File: config.mk
export PLATFORM = sky130hd
export DESIGN_NAME = os_array_drain
export DESIGN_NICKNAME = d
export VERILOG_FILES = /design/src/rtl/os_array_drain.sv
export SDC_FILE = /design/constraint.sdc
export NUM_CORES = 1
export LEC_CHECK = 0
export CAP_MARGIN = 5
export CORE_AREA = 10 10 250 252
export CTS_BUF_LIST = sky130_fd_sc_hd__clkbuf_4 sky130_fd_sc_hd__clkbuf_8
export DETAILED_ROUTE_END_ITERATION = 12
export DIE_AREA = 0 0 260 262
export SLEW_MARGIN = 20
export SYNTH_ARGS = -nofsm -noshare
export SYNTH_HDL_FRONTEND = slang
export SYNTH_SLANG_ARGS = --single-unit
File: constraint.sdc
create_clock -name clk_i -period 2.85 [get_ports clk_i]
set_input_delay 0.285 -clock clk_i [delete_from_list [all_inputs] [get_ports clk_i]]
set_output_delay 0.285 -clock clk_i [all_outputs]
set_load 0.02 [all_outputs]
File: src/rtl/os_array_drain.sv
// os_array_drain: job controller and row-wise result reader for an output-stationary MAC array.
// Waits out the array fill/skew latency, streams one result row per handshake, then clears the array.
// Build macro OS_DRAIN_SNAPSHOT_EN: capture the array into shadow registers right after compute
// (clearing the array in the same cycle) and drain from the shadow copy instead of the live array.
module os_array_drain #(
    parameter int unsigned ROWS           = 4,
    parameter int unsigned COLS           = 4,
    parameter int unsigned DATA_WIDTH_OUT = 32,
    parameter int unsigned K_WIDTH        = 16
) (
    input  logic                                clk_i,
    input  logic                                rst_i,
    input  logic                                start_i,
    input  logic [K_WIDTH-1:0]                  k_len_i,
    output logic                                busy_o,
    output logic                                done_o,
    input  logic [ROWS*COLS*DATA_WIDTH_OUT-1:0] mac_res_i,
    output logic                                clear_o,
    output logic                                out_valid_o,
    input  logic                                out_ready_i,
    output logic [COLS*DATA_WIDTH_OUT-1:0]      out_data_o,
    output logic [(ROWS > 1 ? $clog2(ROWS) : 1)-1:0] out_row_o,
    output logic                                out_last_o
);

    localparam int unsigned RowW    = (ROWS > 1) ? $clog2(ROWS) : 1;
    localparam int unsigned RowBits = COLS * DATA_WIDTH_OUT;
    localparam int unsigned ArrBits = ROWS * COLS * DATA_WIDTH_OUT;
    // Wide enough for k_len + ROWS + COLS - 1 at the largest k_len.
    localparam int unsigned CntW    = K_WIDTH + $clog2(ROWS + COLS) + 1;
    localparam logic [RowW-1:0] LastRow = RowW'(ROWS - 1);

    typedef enum logic [2:0] {StIdle, StCompute, StSnap, StDrain, StClear} state_e;

    state_e              state_q;
    logic [K_WIDTH-1:0]  k_q;
    logic [CntW-1:0]     cnt_q;
    logic [CntW-1:0]     limit;
    logic [RowW-1:0]     row_q;
    logic                busy_q;
    logic                valid_q;
    logic                clear_q;
    logic [ArrBits-1:0]  src;
    logic [RowBits-1:0]  row_data;

    // Counter runs 0..N-1 through COMPUTE, so the last compute cycle sees cnt == N-1.
    assign limit = CntW'(k_q) + CntW'(ROWS + COLS - 2);

`ifdef OS_DRAIN_SNAPSHOT_EN
    logic [ArrBits-1:0] shadow_q;
    assign src    = shadow_q;
    // Job completes on the last-row handshake itself.
    assign done_o = valid_q & out_ready_i & (row_q == LastRow);
`else
    logic done_q;
    assign src    = mac_res_i;
    assign done_o = done_q;
`endif

    // Job FSM with registered status outputs.
    always_ff @(posedge clk_i) begin
        if (rst_i) begin
            state_q  <= StIdle;
            k_q      <= '0;
            cnt_q    <= '0;
            row_q    <= '0;
            busy_q   <= 1'b0;
            valid_q  <= 1'b0;
            clear_q  <= 1'b0;
`ifdef OS_DRAIN_SNAPSHOT_EN
            shadow_q <= '0;
`else
            done_q   <= 1'b0;
`endif
        end else begin
            case (state_q)
                StIdle: begin
                    if (start_i) begin
                        k_q     <= k_len_i;
                        cnt_q   <= '0;
                        busy_q  <= 1'b1;
                        state_q <= StCompute;
                    end
                end
                StCompute: begin
                    if (cnt_q == limit) begin
`ifdef OS_DRAIN_SNAPSHOT_EN
                        clear_q <= 1'b1;
                        state_q <= StSnap;
`else
                        valid_q <= 1'b1;
                        row_q   <= '0;
                        state_q <= StDrain;
`endif
                    end else begin
                        cnt_q <= cnt_q + CntW'(1);
                    end
                end
`ifdef OS_DRAIN_SNAPSHOT_EN
                StSnap: begin
                    shadow_q <= mac_res_i;
                    clear_q  <= 1'b0;
                    valid_q  <= 1'b1;
                    row_q    <= '0;
                    state_q  <= StDrain;
                end
`endif
                StDrain: begin
                    // valid_q is high throughout DRAIN, so ready alone completes a handshake.
                    if (out_ready_i) begin
                        if (row_q == LastRow) begin
                            valid_q <= 1'b0;
                            row_q   <= '0;
`ifdef OS_DRAIN_SNAPSHOT_EN
                            busy_q  <= 1'b0;
                            state_q <= StIdle;
`else
                            clear_q <= 1'b1;
                            done_q  <= 1'b1;
                            state_q <= StClear;
`endif
                        end else begin
                            row_q <= row_q + RowW'(1);
                        end
                    end
                end
`ifndef OS_DRAIN_SNAPSHOT_EN
                StClear: begin
                    clear_q <= 1'b0;
                    done_q  <= 1'b0;
                    busy_q  <= 1'b0;
                    state_q <= StIdle;
                end
`endif
                default: state_q <= StIdle;
            endcase
        end
    end

    // Select the current row out of the flattened result array.
    always_comb begin
        row_data = '0;
        for (int r = 0; r < ROWS; r++) begin
            if (row_q == RowW'(r)) begin
                row_data = src[r*RowBits +: RowBits];
            end
        end
    end

    assign busy_o      = busy_q;
    assign clear_o     = clear_q;
    assign out_valid_o = valid_q;
    assign out_row_o   = row_q;
    assign out_last_o  = valid_q & (row_q == LastRow);
    assign out_data_o  = valid_q ? row_data : '0;

endmodule

## Yosys cells after proc, flatten, opt, wreduce, memory -nomap -nowiden

Cells that the tools add are included.
Widths: inputs -> output; s select.

| cells by class | value |
|---|---|
| bitwise gates (word level) | 1 |
| eq/ne operators | 12 |
| multiply operators | 0 |
| shift operators | 0 |
| divide/modulo/power cells | 0 |
| add/sub/neg operators | 3 |
| reduce and logical (&&, ||, !) cells | 13 |
| multiplexer cells | 26 |
| magnitude comparators | 0 |

Operator list:

| kind | number |
|---|---|
| $mux 128 | 5 |
| $mux 20 | 2 |
| $pmux 20 s2 | 1 |
| $add 20x1->20 const B | 1 |
| $eq 20x17->1 | 1 |
| $add 16x3->17 const B | 1 |
| $mux 3 | 4 |
| $ne 2x2->1 const B | 5 |
| $pmux 3 s3 | 1 |
| $reduce_and 3->1 | 3 |
| $reduce_and 4->1 | 2 |
| $reduce_bool 2->1 | 4 |
| $mux 1 | 6 |
| $mux 2 | 3 |
| $pmux 1 s2 | 3 |
| $eq 2x2->1 const B | 2 |
| $pmux 2 s2 | 1 |
| $reduce_and 2->1 | 2 |
| $eq 3x1->1 const B | 1 |
| $eq 3x2->1 const B | 1 |
| $eq 3x3->1 const B | 1 |
| $logic_not 3->1 | 1 |
| $add 2x1->2 const B | 1 |
| $eq 2x1->1 const B | 1 |
| other kinds (2) | 2 |

| storage, ports and cells | value |
|---|---|
| latch bits | 0 |
| input bits | 532 |
| memories kept | 0 |
| output and inout port bits | 135 |
| RAM bits | 0 |
| flip-flop bits (word level) | 44 |
| logic and storage cells | 62 |
| memory bits (read-only) | 0 |

## Longest topological paths before layout

| depth | value |
|---|---|
| depth after elaboration | 6 |
| depth in mapped cells | 12 |
| mapped depth without buffers | 10 |

## Worst setup path after synthesis

No wires, ideal clock.

| path | value |
|---|---|
| kind | reg-to-output |
| start | reg row_q[1] (netlist: out_row_o[1]) |
| end | out out_data_o[119] |
| cell stages (with the launch flop) | 12 |
| arrival | 2337 ps |
| path buffers | 3 |
| setup slack | 228 ps |
| data required time | 2565 ps |
| path through | dfxtp_1 inv_1 ha_1 nor2b_1 clkbuf_1 clkbuf_1 buf_1 a22oi_1 nor2_1 a21oi_1 o21ai_0 and2_1 |

| between the ends | value |
|---|---|
| cells in the longest elaborated chain, start to end | 6 |
| elaborated cells on any way between the ends | 9 |
| those cells by class | 3 x eq/ne; 5 x mux; 1 x reduce/logical |

Ends and longest elaborated chain:

| what | RTL line | text |
|---|---|---|
| start: declaration | 39 | `logic [RowW-1:0] row_q;` |
| start signal: assignment | 123 | `row_q <= row_q + RowW'(1);` |
| $logic_not 2->1 | 144 | `if (row_q == RowW'(r)) begin` |
| $mux 128 (3 in a row) | 144 |  |
| $mux 128 * | 144 |  |
| $mux 128 * | 155 | `assign out_data_o = valid_q ? row_data : '0;` |
| end: declaration | 21 | `output logic [COLS*DATA_WIDTH_OUT-1:0] out_data_o,` |

Mark *: on every way between the ends. The rest lies on a longest branch, timed or not.

## Worst setup path after layout

| path | value |
|---|---|
| start | reg row_q[0] (netlist: out_row_o[0]) |
| end | out out_data_o[125] |

The elaborated chain is that of the path after synthesis.

==> impl_metrics.ini <==
[outcome]
status = finished, violations left
failed_checks = negative setup slack

[placed_design]
place_inst = 2593
dp_slack_ns = -0.00344
dpl.hpwl_um = 57100
place_congestion = 0.964
io_buffer_count = 666
dpl_cell_area_um2 = 15700

[timing]
hold_viol_final = 0
worst_pin_slew_ns = 0.770
maxSlewViolCount = 0
final.setup_skew_ns = 0.0184
whs_ns = 0.490
rsz0062_at_grt = yes
relSlewSlack = 0.485
setup_ws_ns = -0.0183
period_share = 1.01
period_needed_ns = 2.87
setup-violations-final = 1
max_freq_ghz = 0.349

[route]
avgViaCountPerCell = 4.46
drt-initial-drc-count = 1079
drt-met1-wl_um = 26900
route.met3.wl_um = 8470
dr.pass1.iters = 6
routed_wl_um = 69200
vias = 11696
wire_per_inst_um = 26.4
dr_wl_met2_um = 31700
top_layer = met5
drcViolationCount = 0
ant_nets = 0

[synth]
yosysSeqAreaShare = 0.125
async_flop_share = 0
synth_warnings = 0
synth_cell_types = 56
synth_cells = 1217
synth_edf_count = 0
syn_area_um2 = 7050
avgSynthCellArea_um2 = 5.79
synth_nets = 1755
ys.flop_type = dfxtp_1
ys_ff_latch = 44

[grt]
antenna_found_initial = 22
grt_max_degree = 91
grt_overflow = 0
grt_usage = 0.181
grt_pass1_vias = 11489
grt_pass1_wl_um = 88700

[power_and_ir_drop]
ir_worst_vdd_mv = 0.157
p_leak_nw = 6.38
powerDensity_nw_per_um2 = 141

[finish]
drive_above_1_share = 0.124
finalNonFillerCells = 2624
syn_to_final_growth_pct = 129
nNetsFinal = 2389
num-fill-cells = 6217
fin_area_um2 = 16100

[cts]
cts_tree = built
root_buffer = clkbuf_8
clk-insertion-delay-late_ns = 0.31
cts-htree-levels = 2
cts_buffer_depth = 2
cts_sinks = 44
hold_buffers = 0
clk_pin_slew_worst_paths_ns = 0.09
numCtsBuffers = 5

[floorplan]
initial_utilization = 0.123
die_w_um = 260
core_area_um2 = 57400
die_h_um = 262
die_area_um2 = 68100
top_level_ports = 667
rows = 88

[worst_setup_path]
r2r_slack_ns = 0.13
r2r_cells = 10
rr_startpoint = k_q[1]
startpoint = out_row_o[0]
cp-start-kind = flop
cp-end-kind = output pin
path_class = flop to output pin
r2r-end = cnt_q[16]
cp.arrival_ns = 2.58
required_ns = 2.57
setup.worst_path.end = out_data_o[125]
worstPathMaxFanout = 8

[min_path]
holdPathStages = 2
hold_class = flop to flop

[job]
maxCapViolCount = 0
==> worst min path at each step <==
stage	endpoint	start	slack, ns
finish	k_q[11]	k_q[11]	0.49
CTS	k_q[11]	k_q[11]	0.50
global route	k_q[10]	k_len_i[10]	0.50
floorplan	k_q[0]	k_len_i[0]	0.42
detailed placement	cnt_q[19]	cnt_q[19]	0.48
global placement	cnt_q[19]	cnt_q[19]	0.47
==> flip-flops by register name, indices dropped and copies added (netlist names) <==
name         count
cnt_q           20
out_valid_o      1
busy_o           1
out_row_o        2
k_q             16
done_o           1
state_q          3
==> kinds of logic after synthesis <==
group / share of synthesized area
buffers and inverters: 0.0733
AOI/OAI and AO/OA: 0.393
xor gates and xnor gates: 0.0211
DFF: 0.125
and+or+nand+nor: 0.370
adders and majority gates: 0.0106
muxes: 0.00728
==> where the power goes <==
| part | total (mW) | internal [mW] | leakage [nW] | switching, mW |
|---|---|---|---|---|
| Sequential | 0.648 | 0.629 | 0.359 | 0.0181 |
| Combinational | 1.22 | 0.818 | 5.98 | 0.400 |
| Clock | 0.403 | 0.167 | 0.0401 | 0.236 |
==> worst max-delay path, stage by stage (launching register included) <==
cell       delay [ns]
dfxtp_4          0.37
inv_2            0.08
ha_2             0.18
nor2b_4          0.22
buf_4            0.25
clkbuf_16        0.23
a22oi_1          0.14
nor2_1           0.13
a21oi_1          0.05
o21ai_0          0.27
and2_1           0.18
buf_4            0.15
==> cells in the final DEF, fill, tap and decap left out, drive strengths merged, types with 4 or more instances in the layout <==
cell type	instances
clkdlybuf4s15	8
a211o	8
o21ai	144
nor4b	4
and3	10
ha	6
nor2	153
nor4	10
a22oi	128
clkdlybuf4s50	538
nand4	10
inv	10
clkbuf	13
diode	8
nand2	185
xnor2	10
or2	4
or3	5
xor2	7
or4	6
mux2i	4
nor3	11
nand3	14
a21oi	158
dlygate4sd2	36
and2	130
dfxtp	44
buf	157
==> per-layer routing <==
metal,vias to the layer above,GRT usage
li1,5582,-
met1,5449,0.204
met2,576,0.294
met3,71,0.0904
met4,18,0.0555
met5,-,0
==> cell type report <==
class	count	area [µm²]	share of cell area
Timing Repair Buffer	748	8290	0.514
Clock inverter	2	12.5	0.000776
Clock buffer	5	68.8	0.00427
Inverter	10	37.5	0.00233
Multi-Input combinational cell	1042	5850	0.363
Antenna cell	8	20.0	0.00124
Tap cell	765	957	0.0594
Sequential cell	44	888	0.0551
==> synth_stat cells (6+ instances only) <==
cell	count	share of area
and3_1	10	0.0089
nand4_1	9	0.0080
nor3_1	11	0.0078
a211o_1	8	0.0099
nand2_1	184	0.098
xor2_1	7	0.0087
a21oi_1	157	0.11
or4_1	6	0.0064
a22oi_1	128	0.14
nor2_1	153	0.081
buf_1	19	0.010
inv_1	10	0.0053
dfxtp_1	44	0.12
nand3_1	14	0.0099
and2_1	130	0.12
xnor2_1	10	0.012
ha_1	6	0.011
clkbuf_1	95	0.051
o21ai_0	140	0.099
nor4_1	9	0.0080
==> repair_timing <==
item	4_1_cts	5_1_grt
setup endpoints to repair	96	73
gates cloned	2	6
setup buffers	3	6
resized for setup	99	58
pin swaps	1	7
==> stage by stage <==
step	setup TNS (ns)	utilization	power (mW)
floorplan	0	-	0.932
global placement	-0.000745	0.273	1.84
detailed placement	-0.00344	0.273	1.85
CTS	-0.0534	0.276	2.26
global route	-0.577	0.281	2.39
finish	-0.0183	0.281	2.27
No activity file was read; power rests on OpenSTA's default activity.
